<file path="src/rtl/main_control_fsm.sv">
// Multicycle main controller for the ARM-subset CPU: sequences fetch/decode/execute/memory/writeback
// and issues raw write requests (later gated by CondEx) plus datapath selects.
module main_control_fsm #(
    parameter int STATE_W = 4
) (
    input  logic               clk,
    input  logic               reset,
    input  logic [1:0]         Op,
    input  logic [5:0]         Funct,
    input  logic [3:0]         Rd,
    input  logic               MemReady,
    output logic               IRWrite,
    output logic               NextPC,
    output logic               AdrSrc,
    output logic               ALUSrcA,
    output logic [1:0]         ALUSrcB,
    output logic [1:0]         ALUControl,
    output logic [1:0]         ResultSrc,
    output logic               PCS,
    output logic               RegW,
    output logic               MemW,
    output logic [1:0]         FlagW,
    output logic               NoWrite,
    output logic               InstrDone,
    output logic [STATE_W-1:0] State
);

    localparam logic [STATE_W-1:0] FETCH  = STATE_W'(0);
    localparam logic [STATE_W-1:0] DECODE = STATE_W'(1);
    localparam logic [STATE_W-1:0] MEMADR = STATE_W'(2);
    localparam logic [STATE_W-1:0] MEMRD  = STATE_W'(3);
    localparam logic [STATE_W-1:0] MEMWB  = STATE_W'(4);
    localparam logic [STATE_W-1:0] MEMWR  = STATE_W'(5);
    localparam logic [STATE_W-1:0] EXECR  = STATE_W'(6);
    localparam logic [STATE_W-1:0] EXECI  = STATE_W'(7);
    localparam logic [STATE_W-1:0] ALUWB  = STATE_W'(8);
    localparam logic [STATE_W-1:0] BRANCH = STATE_W'(9);

    logic [STATE_W-1:0] state;
    logic [STATE_W-1:0] next_state;
    logic [4:0]         dec;

    // Returns {ALUControl, NoWrite, FlagW} for the data-processing cmd and S bit.
    function automatic logic [4:0] cmd_decode(input logic [5:0] funct);
        logic       s;
        logic [1:0] fw_arith;
        logic [1:0] fw_logic;
        s        = funct[0];
        fw_arith = s ? 2'b11 : 2'b00;
        fw_logic = s ? 2'b10 : 2'b00;
        case (funct[4:1])
            4'b0100: cmd_decode = {2'b00, 1'b0, fw_arith};
            4'b0010: cmd_decode = {2'b01, 1'b0, fw_arith};
            4'b0000: cmd_decode = {2'b10, 1'b0, fw_logic};
            4'b1100: cmd_decode = {2'b11, 1'b0, fw_logic};
            4'b1010: cmd_decode = {2'b01, 1'b1, 2'b11};
            default: cmd_decode = {2'b00, 1'b1, 2'b00};
        endcase
    endfunction

    assign dec = cmd_decode(Funct);

    always_ff @(posedge clk) begin
        if (!reset) state <= FETCH;
        else        state <= next_state;
    end

    always_comb begin
        next_state = FETCH;
        case (state)
            FETCH:  next_state = MemReady ? DECODE : FETCH;
            DECODE: begin
                case (Op)
                    2'b01:   next_state = MEMADR;
                    2'b00:   next_state = Funct[5] ? EXECI : EXECR;
                    2'b10:   next_state = BRANCH;
                    default: next_state = FETCH;
                endcase
            end
            MEMADR: next_state = Funct[0] ? MEMRD : MEMWR;
            MEMRD:  next_state = MemReady ? MEMWB : MEMRD;
            MEMWR:  next_state = MemReady ? FETCH : MEMWR;
            EXECR:  next_state = ALUWB;
            EXECI:  next_state = ALUWB;
            default: next_state = FETCH;
        endcase
    end

    // Outputs are held at zero for the whole reset window, whatever the register holds.
    always_comb begin
        IRWrite    = 1'b0;
        NextPC     = 1'b0;
        AdrSrc     = 1'b0;
        ALUSrcA    = 1'b0;
        ALUSrcB    = 2'b00;
        ALUControl = 2'b00;
        ResultSrc  = 2'b00;
        PCS        = 1'b0;
        RegW       = 1'b0;
        MemW       = 1'b0;
        FlagW      = 2'b00;
        NoWrite    = 1'b0;
        InstrDone  = 1'b0;
        State      = FETCH;
        if (reset) begin
            State = state;
            case (state)
                FETCH: begin
                    ALUSrcA   = 1'b1;
                    ALUSrcB   = 2'b10;
                    ResultSrc = 2'b10;
                    IRWrite   = MemReady;
                    NextPC    = MemReady;
                end
                DECODE: begin
                    ALUSrcA   = 1'b1;
                    ALUSrcB   = 2'b10;
                    ResultSrc = 2'b10;
                    InstrDone = (Op == 2'b11);
                end
                MEMADR: ALUSrcB = 2'b01;
                MEMRD:  AdrSrc  = 1'b1;
                MEMWB: begin
                    ResultSrc = 2'b01;
                    RegW      = 1'b1;
                    PCS       = (Rd == 4'd15);
                    InstrDone = 1'b1;
                end
                MEMWR: begin
                    AdrSrc    = 1'b1;
                    MemW      = 1'b1;
                    InstrDone = MemReady;
                end
                EXECR: begin
                    ALUControl = dec[4:3];
                    FlagW      = dec[1:0];
                end
                EXECI: begin
                    ALUSrcB    = 2'b01;
                    ALUControl = dec[4:3];
                    FlagW      = dec[1:0];
                end
                ALUWB: begin
                    RegW      = 1'b1;
                    NoWrite   = dec[2];
                    PCS       = (Rd == 4'd15) & ~dec[2];
                    InstrDone = 1'b1;
                end
                BRANCH: begin
                    ALUSrcB   = 2'b01;
                    ResultSrc = 2'b10;
                    PCS       = 1'b1;
                    InstrDone = 1'b1;
                end
                default: ;
            endcase
        end
    end

endmodule

</file>
<file path="config.mk">
export PLATFORM = sky130hd
export DESIGN_NAME = main_control_fsm
export DESIGN_NICKNAME = d
export VERILOG_FILES = /design/src/rtl/main_control_fsm.sv
export SDC_FILE = /design/constraint.sdc
export NUM_CORES = 1
export LEC_CHECK = 0
export ABC_AREA = 1
export CAP_MARGIN = 30
export CELL_PAD_IN_SITES_DETAIL_PLACEMENT = 0
export CELL_PAD_IN_SITES_GLOBAL_PLACEMENT = 1
export CORE_MARGIN = 2
export CORE_UTILIZATION = 23
export DETAILED_ROUTE_END_ITERATION = 10
export GPL_ROUTABILITY_DRIVEN = 1
export HOLD_SLACK_MARGIN = 0.02
export PLACE_DENSITY = 0.85
export SYNTH_ARGS = -nofsm -noshare
export SYNTH_HDL_FRONTEND = slang
export SYNTH_SLANG_ARGS = --single-unit
</file>
<file path="constraint.sdc">
create_clock -name clk -period 1.1 [get_ports clk]
set_input_delay 0.11 -clock clk [delete_from_list [all_inputs] [get_ports clk]]
set_output_delay 0.11 -clock clk [all_outputs]
set_load 0.01 [all_outputs]
</file>
==> results of run 1 <==
[metal layers]
metal / vias up / GRT usage (%) / wire length [µm]
met5: - / 0 / 0
li1: 503 / - / -
met1: 425 / 17.2 / 975
met3: 2 / 2.33 / 113
met2: 29 / 29.6 / 1260
met4: 0 / 1.02 / 19
[cell usage after synthesis]
| master | number | area, µm² |
|---|---|---|
| sky130_fd_sc_hd__o21ai_1 | 6 | 30.0 |
| sky130_fd_sc_hd__o211ai_1 | 2 | 15.0 |
| sky130_fd_sc_hd__nor2_4 | 2 | 22.5 |
| sky130_fd_sc_hd__a22oi_1 | 1 | 7.51 |
| sky130_fd_sc_hd__nand4_1 | 4 | 25.0 |
| sky130_fd_sc_hd__dfxtp_1 | 4 | 80.1 |
| sky130_fd_sc_hd__o31ai_1 | 1 | 7.51 |
| sky130_fd_sc_hd__buf_6 | 1 | 11.3 |
| sky130_fd_sc_hd__nor2_1 | 17 | 63.8 |
| sky130_fd_sc_hd__nand2_2 | 2 | 12.5 |
| sky130_fd_sc_hd__a21oi_1 | 3 | 15.0 |
| sky130_fd_sc_hd__o21ai_0 | 1 | 5.00 |
| sky130_fd_sc_hd__a211oi_1 | 1 | 7.51 |
| sky130_fd_sc_hd__nand3_1 | 11 | 55.1 |
| sky130_fd_sc_hd__nor2_2 | 6 | 37.5 |
| sky130_fd_sc_hd__nand2_1 | 26 | 97.6 |
| sky130_fd_sc_hd__nor3_1 | 1 | 5.00 |
| sky130_fd_sc_hd__buf_4 | 2 | 15.0 |
| sky130_fd_sc_hd__or2_2 | 1 | 6.26 |
| sky130_fd_sc_hd__a31oi_1 | 1 | 6.26 |
| sky130_fd_sc_hd__inv_2 | 5 | 18.8 |
| sky130_fd_sc_hd__buf_2 | 2 | 10.0 |
| sky130_fd_sc_hd__inv_1 | 15 | 56.3 |
| sky130_fd_sc_hd__nand3_2 | 1 | 10.0 |
[path summary, 6_finish.rpt]
check / endpoint / slack (ps) / from
max: InstrDone / -380 / state[0]
min: state[3] / 390 / reset
max reg2reg: state[0] / -190 / state[2]
min reg2reg: state[3] / 760 / state[1]
[repair_timing]
item / CTS / global route
buffers inserted: 9 / 4
setup endpoints to repair: 25 / 23
cloned: 0 / 0
resized for setup: 121 / 24
pin swaps: 15 / 13
[worst min-delay path, stage by stage]
cell	delay, ps
sky130_fd_sc_hd__dlygate4sd2_1	270
sky130_fd_sc_hd__inv_2	150
sky130_fd_sc_hd__a21oi_2	40
[power by group through the flow]
stage	combinational [W]	sequential (W)	clock [W]
2_1_floorplan	0.000182	0.000170	0
3_5_place_dp	0.000362	0.000177	0
6_report	0.000457	0.000177	0.000175
3_3_place_gp	0.000359	0.000176	0
5_1_grt	0.000495	0.000179	0.000193
4_1_cts	0.000404	0.000176	0.000184
[final cells by class]
class	instances	area [µm²]	share of cell area [%]
Sequential cell	4	95.1	7.10
Multi-Input combinational cell	87	571	42.6
Clock buffer	3	22.5	1.68
Timing Repair Buffer	67	538	40.2
Inverter	20	75.1	5.61
Tap cell	30	37.5	2.80
[stage by stage]
step                      TNS [ps]  setup WS (ps)  power [W]  instances
after floorplan              -95.8          -51.7   0.000352        116
after global placement      -12870           -721   0.000535        196
after detailed placement    -13040           -757   0.000539        196
after CTS                    -4840           -367   0.000764        207
after global routing         -6350           -457   0.000867        211
final                        -4890           -376   0.000809        211
[kinds of logic (layout without fill, tap and decap cells)]
kind of cell / count (synthesis) / after routing / synth area share (%)
AND/OR/NAND/NOR: 71 / 71 / 54.0
buffers and inverters: 25 / 90 / 17.9
AO/OA/AOI/OAI: 16 / 16 / 15.1
flip-flops: 4 / 4 / 12.9
==> insert_results.sql, run 1 <==
INSERT INTO impl_metrics (metric_group, metric, value, unit) VALUES
('final_layout', 'drive_above_1_share', '55.8', '%'),
('timing', 'final_hold_viol_count', '0', ''),
('final_layout', 'final_cell_mix', 'sky130_fd_sc_hd__nand2_1, sky130_fd_sc_hd__buf_4, sky130_fd_sc_hd__buf_2', ''),
('worst_hold_path', 'min_path_cells', '3', ''),
('timing', 'setup_repair_after_global_routing_missed_its_margin', 'yes', ''),
('final_layout', 'largest_register_ff_count', '4', ''),
('clock_network', 'cts.path.max_buffers', '2', ''),
('power', 'seqPwrFrac', '21.9', '%'),
('route', 'drt.antenna.violating_nets', '0', ''),
('clock_network', 'clkSlewWorstSetupHoldPaths', '40', 'ps'),
('setup_path', 'largest_incremental_delay_on_the_critical_path', '360', 'ps'),
('setup_path', 'worst-endpoint-arrival', '1370', 'ps'),
('clock_network', 'clkLatencyLatePin', '230', 'ps'),
('synthesis', 'syn-num-nets', '131', ''),
('power', 'leakagePower', '0.687', 'nW'),
('clock_network', 'clock-root-buffer', 'sky130_fd_sc_hd__clkbuf_4', ''),
('setup_path', 'worstPathRequired', '990', 'ps'),
('worst_hold_path', 'hold_path.class', 'in2reg', ''),
('timing', 'worst_slew_margin_rel', '81.4', '%'),
('run_status', 'run_status', 'finished, violations left', ''),
('final_layout', 'final_area', '0.00134', 'mm²'),
('final_layout', 'final_common_cell', 'sky130_fd_sc_hd__nand2_1', ''),
('placed_design', 'gp_congestion', '0.894', ''),
('timing', 'finalWorstSetupSlack', '-376', 'ps'),
('synthesis', 'mappedNetlistArea', '621', 'µm²'),
('final_layout', 'registers.top_by_ff_count', 'state', ''),
('placed_design', 'postPlaceCellArea', '0.00113', 'mm²'),
('route', 'detailedRoute.firstIterationViolations', '8', ''),
('synthesis', 'syn-mean-instance-area', '5.35', 'µm²'),
('power', 'p_sw_share', '37.3', '%'),
('final_layout', 'layout_top_registers', 'state (4)', ''),
('floorplan', 'floorplan.core_area', '0.00252', 'mm²'),
('timing', 'finalSetupViolations', '22', ''),
('timing', 'finalCritPeriodShare', '134', '%'),
('final_layout', 'design.final.nets', '198', ''),
('clock_network', 'cts_htree_levels', '1', ''),
('power', 'internal-power', '0.000508', 'W'),
('clock_network', 'hold_buffer_count_at_cts', '0', ''),
('placed_design', 'portBuffers', '35', ''),
('floorplan', 'die_h', '55.9', 'µm'),
('clock_network', 'clock_sinks', '4', ''),
('synthesis', 'netlist-cell-type-count', '24', ''),
('setup_path', 'crit_slowest_cell', 'sky130_fd_sc_hd__dfxtp_4', ''),
('power', 'portion_of_total_power_attributed_to_the_clock_network', '21.7', '%'),
('setup_path', 'critical_path.max_fanout', '5', ''),
('clock_network', 'cts-buffers-inserted', '3', ''),
('global_routing', 'via_count_of_the_first_global_routing_pass', '927', ''),
('setup_path', 'kind_of_end_point_of_the_critical_path', 'primary output', ''),
('global_routing', 'grt_util_all_layers', '14.9', '%'),
('setup_path', 'cp.buffers_inverters', '2', ''),
('power', 'net-switching-power', '0.000302', 'W'),
('power', 'power.ir.vdd_worst', '0.497', 'mV'),
('route', 'post_drt_wl_per_cell', '11.2', 'µm'),
('setup_path', 'reg2reg_depth', '9', ''),
('power', 'power_frac_comb', '56.5', '%'),
('job', 'cap_viol_max_count', '0', ''),
('clock_network', 'tritoncts_clock_tree', 'done', ''),
('route', 'viasPerCell', '4.55', ''),
('run_status', 'violations', 'setup timing', ''),
('timing', 'max_freq', '678', 'MHz'),
('synthesis', 'synth.ff_latch_count', '4', ''),
('route', 'drc', '0', ''),
('timing', 'skew', '2.46', 'ps'),
('floorplan', 'floorplan.die_area', '0.00313', 'mm²'),
('timing', 'fin_worst_hold_slack', '387', 'ps'),
('global_routing', 'grt_antenna_before_repair', '0', ''),
('setup_path', 'cp_cell_sequence', 'nor2_4, buf_4, nand2_1, nand3_1, nor2_1, nor2_2, buf_2', ''),
('setup_path', 'critical_path_class', 'reg2out', ''),
('floorplan', 'placement_rows', '18', ''),
('final_layout', 'final.fill_count', '267', ''),
('floorplan', 'die_width', '55.9', 'µm');
Power figures use the tool's default switching activity.
==> inputs of run 2 (changes only) <==
CORE_MARGIN = not set   (was 2)
==> run 2 against run 1 <==
Net effect:
- the flow still finishes with violations (setup timing)
- flip-flop and latch count unchanged
- die area decreased by 7.0%
- fmax increased by 0.84%
- largest power group unchanged
==> insert_results.sql, run 2 (same netlist as run 1, synthesis figures left out) <==
INSERT INTO impl_metrics (metric_group, metric, value, unit) VALUES
('timing', 'fin_worst_hold_slack', '342', 'ps'),
('clock_network', 'clkLatencyLatePin', '240', 'ps'),
('route', 'routed_wl', '2370', 'µm'),
('final_layout', 'registers.top_by_ff_count', 'state', ''),
('floorplan', 'ios', '36', ''),
('placed_design', 'portBuffers', '35', ''),
('global_routing', 'via_count_of_the_first_global_routing_pass', '874', ''),
('clock_network', 'clkSlewWorstSetupHoldPaths', '40', 'ps'),
('setup_path', 'worst-r2r-setup-slack', '-230', 'ps'),
('route', 'viasPerCell', '4.59', ''),
('run_status', 'run_status', 'finished, violations left', ''),
('power', 'power.ir.vdd_worst', '0.539', 'mV'),
('timing', 'setup_repair_after_global_routing_missed_its_margin', 'yes', ''),
('setup_path', 'setup_crit_start_kind', 'flip-flop', ''),
('route', 'drt_pass1_iterations', '4', ''),
('global_routing', 'grt_util_all_layers', '17.1', '%'),
('final_layout', 'layout-area-overhead-vs-synth', '121', '%'),
('final_layout', 'drive_above_1_share', '58.6', '%'),
('global_routing', 'gr-total-overflow', '0', ''),
('global_routing', 'grt_antenna_before_repair', '0', ''),
('setup_path', 'worst-endpoint-arrival', '1350', 'ps'),
('route', 'dr_total_vias', '991', ''),
('floorplan', 'die_h', '53.9', 'µm'),
('placed_design', 'gp_congestion', '0.870', ''),
('power', 'leakagePower', '0.706', 'nW'),
('global_routing', 'grt_start_max_net_pins', '8', ''),
('global_routing', 'global_route_wire_length_before_repair', '3570', 'µm'),
('timing', 'final_hold_viol_count', '0', ''),
('timing', 'skew', '1.23', 'ps'),
('clock_network', 'cts.path.max_buffers', '2', ''),
('clock_network', 'tritoncts_clock_tree', 'done', ''),
('job', 'cap_viol_max_count', '0', ''),
('floorplan', 'floorplan.core_area', '0.00252', 'mm²'),
('power', 'power_dens_cells', '604', 'mW/mm²'),
('final_layout', 'multiInputGateArea', '561', 'µm²'),
('route', 'post_drt_wl_per_cell', '11.0', 'µm'),
('clock_network', 'clock-root-buffer', 'sky130_fd_sc_hd__clkbuf_4', ''),
('setup_path', 'most_numerous_cell_on_the_critical_path', 'sky130_fd_sc_hd__buf_6', ''),
('setup_path', 'worstPathRequired', '990', 'ps'),
('setup_path', 'kind_of_end_point_of_the_critical_path', 'primary output', ''),
('final_layout', 'final_cell_mix', 'sky130_fd_sc_hd__buf_4, sky130_fd_sc_hd__nand2_1, sky130_fd_sc_hd__buf_2', ''),
('route', 'drt.antenna.violating_nets', '0', ''),
('timing', 'finalCritPeriodShare', '133', '%'),
('floorplan', 'initial_core_util', '24.6', '%'),
('floorplan', 'die_width', '53.9', 'µm'),
('placed_design', 'post-dp-hpwl', '1650', 'µm'),
('setup_path', 'cp_cell_sequence', 'buf_6, nor2_4, buf_6, nand3_2, a31oi_2, buf_2', ''),
('final_layout', 'design.final.nets', '203', ''),
('setup_path', 'critical_path_class', 'reg2out', ''),
('clock_network', 'hold_buffer_count_at_cts', '0', ''),
('run_status', 'violations', 'setup timing', ''),
('timing', 'timing_worst_slew_pin_value', '217', 'ps'),
('floorplan', 'placement_rows', '18', ''),
('clock_network', 'clock_sinks', '4', ''),
('final_layout', 'register_area', '95.1', 'µm²'),
('final_layout', 'final.fill_count', '253', ''),
('final_layout', 'final_common_cell', 'sky130_fd_sc_hd__buf_4', ''),
('timing', 'finalWorstSetupSlack', '-364', 'ps'),
('final_layout', 'layout_top_registers', 'state (4)', ''),
('timing', 'max_freq', '683', 'MHz'),
('timing', 'worst_slew_margin_rel', '85.5', '%'),
('setup_path', 'crit_slowest_cell', 'sky130_fd_sc_hd__dfxtp_4', ''),
('worst_hold_path', 'hold_path.class', 'in2reg', ''),
('clock_network', 'cts-buffers-inserted', '3', ''),
('route', 'detailedRoute.firstIterationViolations', '7', ''),
('route', 'drc', '0', ''),
('timing', 'finalSetupViolations', '21', ''),
('clock_network', 'cts_htree_levels', '1', ''),
('timing', 'timing_max_transition_violations_final', '0', ''),
('power', 'totalPowerFinal', '0.000828', 'W'),
('setup_path', 'critical_path.max_fanout', '6', ''),
('final_layout', 'diodes', '0', ''),
('timing', 'finalWorstPathRequiredPeriod', '1460', 'ps'),
('setup_path', 'largest_incremental_delay_on_the_critical_path', '370', 'ps'),
('floorplan', 'floorplan.die_area', '0.00291', 'mm²'),
('final_layout', 'largest_register_ff_count', '4', '');
[run 2: cell count changes in the layout (fill, tap and decap cells not counted), moves of 3 or more]
cell / change
sky130_fd_sc_hd__nor2_2: +5
sky130_fd_sc_hd__inv_2: -4
sky130_fd_sc_hd__nor2_4: -3
sky130_fd_sc_hd__buf_4: +3
sky130_fd_sc_hd__clkbuf_2: +3
[run 2: cell type report]
type,count,area share [%]
Clock buffer,3,1.64
Inverter,20,5.84
Multi-Input combinational cell,87,40.9
Sequential cell,4,6.94
Tap cell,30,2.74
Timing Repair Buffer,72,41.9
[run 2: path summary, 6_finish.rpt]
kind,startpoint,endpoint,cells past startpoint
worst max-delay path,state[2],ALUSrcB[0],6
worst min-delay path,reset,state[1],4
worst max register to register,state[2],state[2],9
worst min register to register,state[1],state[3],5
[run 2: power breakdown]
group	switching, W	internal, W	total (W)	leakage (nW)
sequential	0.0000215	0.000154	0.000175	0.0356
combinational	0.000220	0.000238	0.000458	0.656
clock	0.0000720	0.000123	0.000195	0.0138
total	0.000313	0.000515	0.000828	0.706
[run 2: timing repair]
item / in CTS / in global routing
resized for setup: 105 / 43
setup endpoints to repair: 25 / 23
buffers inserted: 10 / 5
pin swaps: 14 / 17
[run 2: worst max-delay path, delay by kind of cell (launching register included)]
| family | cells | cell delay (ps) |
|---|---|---|
| DFF | 1 | 370 |
| and+or+nand+nor | 2 | 160 |
| AOI/OAI and AO/OA | 1 | 160 |
| buffers and inverters | 3 | 420 |
[run 2: through the flow]
step / setup WS [ps] / cell area, µm² / utilization (%) / cells / TNS (ps)
finish: -364 / 1370 / 54.3 / 216 / -4900
global route: -429 / 1370 / 54.3 / 216 / -6180
CTS: -380 / 1270 / 50.3 / 212 / -5420
detailed placement: -801 / 1160 / 45.9 / 199 / -14920
global placement: -773 / 1160 / 45.9 / 199 / -14240
floorplan: -51.7 / 633 / - / 116 / -95.8
[run 2: metal layers]
metal  share of wire (%)  track usage [%]
met2                  54             30.5
met4                   0             5.26
met3                 5.4             2.54
met5                   0                0
met1                  41             20.6
==> inputs of run 3 (changes only) <==
GPL_TIMING_DRIVEN = 0   (was not set)
==> run 3 against run 2 <==
Net effect:
- the flow still finishes with violations (setup timing)
- non-clock buffer count is 14 lower
- design area is 0.36% lower
- worst setup slack worse by 0.50 ps
- highest routed layer unchanged
==> insert_results.sql, run 3 (same netlist as run 1, synthesis figures left out) <==
INSERT INTO impl_metrics (metric_group, metric, value, unit) VALUES
('run_status', 'run_status', 'finished, violations left', ''),
('run_status', 'violations', 'setup timing', ''),
('route', 'drt_pass1_iterations', '4', ''),
('final_layout', 'largest_register_ff_count', '4', ''),
('floorplan', 'die_h', '53.9', 'µm'),
('floorplan', 'die_width', '53.9', 'µm'),
('final_layout', 'register_area', '95.1', 'µm²'),
('setup_path', 'destination_of_the_worst_register_to_register_timing_path', 'state[2]', ''),
('global_routing', 'gr-total-overflow', '0', ''),
('final_layout', 'drive_above_1_share', '61.0', '%'),
('setup_path', 'worstPathRequired', '990', 'ps'),
('final_layout', 'registers.top_by_ff_count', 'state', ''),
('placed_design', 'portBuffers', '34', ''),
('timing', 'timing_worst_slew_pin_value', '294', 'ps'),
('final_layout', 'layout-area-overhead-vs-synth', '120', '%'),
('power', 'power_dens_cells', '618', 'mW/mm²'),
('setup_path', 'largest_incremental_delay_on_the_critical_path', '370', 'ps'),
('floorplan', 'ios', '36', ''),
('power', 'internal-power', '0.000515', 'W'),
('route', 'drt.antenna.violating_nets', '0', ''),
('global_routing', 'via_count_of_the_first_global_routing_pass', '829', ''),
('clock_network', 'clock-root-buffer', 'sky130_fd_sc_hd__clkbuf_4', ''),
('final_layout', 'diodes', '0', ''),
('timing', 'worst_slew_margin_rel', '80.4', '%'),
('setup_path', 'critical_path_class', 'reg2out', ''),
('clock_network', 'clkSlewWorstSetupHoldPaths', '40', 'ps'),
('worst_hold_path', 'min_path_cells', '3', ''),
('clock_network', 'cts.path.max_buffers', '2', ''),
('clock_network', 'tritoncts_clock_tree', 'done', ''),
('floorplan', 'placement_rows', '18', ''),
('timing', 'timing_max_transition_violations_final', '0', ''),
('timing', 'finalWorstSetupSlack', '-364', 'ps'),
('setup_path', 'most_numerous_cell_on_the_critical_path', 'sky130_fd_sc_hd__buf_4', ''),
('route', 'detailedRoute.firstIterationViolations', '19', ''),
('placed_design', 'post-dp-hpwl', '1510', 'µm'),
('floorplan', 'floorplan.die_area', '0.00291', 'mm²'),
('route', 'routed_wl', '2370', 'µm'),
('final_layout', 'utilization', '54.1', '%'),
('placed_design', 'gp_congestion', '0.840', ''),
('timing', 'finalSetupViolations', '20', ''),
('setup_path', 'r2r-start', 'state[3]', ''),
('setup_path', 'critical_path.max_fanout', '4', ''),
('route', 'drc', '0', ''),
('setup_path', 'crit_slowest_cell', 'sky130_fd_sc_hd__dfxtp_4', ''),
('clock_network', 'clock_sinks', '4', ''),
('final_layout', 'final_common_cell', 'sky130_fd_sc_hd__nand2_1', ''),
('route', 'dr_total_vias', '935', ''),
('setup_path', 'worst-endpoint-arrival', '1350', 'ps'),
('timing', 'setup_repair_after_global_routing_missed_its_margin', 'yes', ''),
('job', 'cap_viol_max_count', '0', ''),
('power', 'power.ir.vdd_worst', '0.852', 'mV'),
('timing', 'max_freq', '683', 'MHz'),
('placed_design', 'placement.setup.worst_slack', '-790', 'ps'),
('final_layout', 'multiInputGateArea', '659', 'µm²'),
('worst_hold_path', 'holdCritStartpoint', 'reset', ''),
('setup_path', 'setup_crit_start_kind', 'flip-flop', ''),
('route', 'viasPerCell', '4.63', ''),
('power', 'seqPwrFrac', '21.3', '%'),
('timing', 'final_hold_viol_count', '0', ''),
('clock_network', 'hold_buffer_count_at_cts', '0', ''),
('setup_path', 'kind_of_end_point_of_the_critical_path', 'primary output', ''),
('global_routing', 'grt_start_max_net_pins', '11', ''),
('power', 'p_sw_share', '39.0', '%'),
('setup_path', 'cp_cell_sequence', 'nor2_4, buf_4, buf_4, nand2_2, a21oi_1, buf_2', ''),
('global_routing', 'global_route_wire_length_before_repair', '3520', 'µm'),
('global_routing', 'grt_antenna_before_repair', '0', ''),
('timing', 'skew', '1.79', 'ps'),
('setup_path', 'worst-r2r-setup-slack', '-80', 'ps'),
('worst_hold_path', 'hold_path.class', 'in2reg', ''),
('clock_network', 'cts-buffers-inserted', '3', ''),
('clock_network', 'cts_htree_levels', '1', ''),
('timing', 'finalWorstPathRequiredPeriod', '1460', 'ps'),
('power', 'portion_of_total_power_attributed_to_the_clock_network', '21.7', '%'),
('setup_path', 'reg2reg_depth', '7', ''),
('power', 'net-switching-power', '0.000329', 'W'),
('floorplan', 'floorplan.core_area', '0.00252', 'mm²'),
('final_layout', 'final.fill_count', '270', ''),
('timing', 'fin_worst_hold_slack', '259', 'ps'),
('timing', 'finalCritPeriodShare', '133', '%'),
('final_layout', 'layout_top_registers', 'state (4)', ''),
('final_layout', 'final_cell_mix', 'sky130_fd_sc_hd__nand2_1, sky130_fd_sc_hd__buf_2, sky130_fd_sc_hd__buf_4', ''),
('clock_network', 'clkLatencyLatePin', '230', 'ps'),
('route', 'post_drt_wl_per_cell', '11.7', 'µm'),
('final_layout', 'design.final.nets', '189', ''),
('floorplan', 'initial_core_util', '24.6', '%'),
('worst_hold_path', 'min_to', 'state[1]', ''),
('power', 'power_frac_comb', '57.0', '%'),
('global_routing', 'grt_util_all_layers', '16.8', '%'),
('power', 'leakagePower', '0.666', 'nW');
## run 3: cell count changes in the layout (fill, tap and decap cells not counted), sizes merged
cell	previous run	this run
buf	56	41
clkdlybuf4s15	0	1
## run 3: worst max-delay path by stage
stage,from,endpoint,slack [ps],cells after the start
after global routing,state[3],InstrDone,-440,7
after detailed placement,Funct[2],ALUControl[1],-790,5
after CTS,state[1],PCS,-390,8
after floorplan,state[1],NextPC,-50,5
after global placement,Funct[2],ALUControl[1],-790,5
final,state[3],AdrSrc,-360,6
## run 3: layer usage
metal  vias up  wire [µm]  global-route usage (%)
met5         -          0                       0
met4         0          0                    2.63
met3         0        139                    5.08
met2        29       1220                    27.6
met1       424       1010                    21.7
li1        482          -                       -
## run 3: power groups by stage
stage | Combinational (W) | Clock [W] | Sequential [W]
2_1_floorplan | 0.000182 | 0 | 0.000170
3_3_place_gp | 0.000323 | 0 | 0.000173
3_5_place_dp | 0.000324 | 0 | 0.000173
4_1_cts | 0.000421 | 0.000193 | 0.000172
5_1_grt | 0.000520 | 0.000212 | 0.000182
6_report | 0.000481 | 0.000183 | 0.000180
## run 3: timing repair
item,4_1_cts,5_1_grt
buffers inserted,12,8
setup endpoints to repair,23,24
resized for setup,120,42
pin swaps,17,19
## run 3: worst max-delay path, delay by kind of cell (launching register included)
kind	cells	cell delay, ps
simple gates	2	210
flops	1	370
compound gates	1	140
buf+inv	3	390
## run 3: through the flow
stage,setup TNS [ps],std cells,total power [W],area (µm²)
final,-4490,202,0.000844,1370
after global routing,-6020,202,0.000914,1370
after CTS,-4790,195,0.000786,1210
after detailed placement,-10020,180,0.000496,1010
after global placement,-9900,180,0.000495,1010
after floorplan,-95.8,116,0.000352,633
## run 3: area by class of cell
cell class,count,area share [%]
Timing Repair Buffer,54,32.4
Sequential cell,4,6.97
Buffer,4,2.02
Clock buffer,3,1.65
Multi-Input combinational cell,87,48.3
Inverter,20,5.87
Tap cell,30,2.75
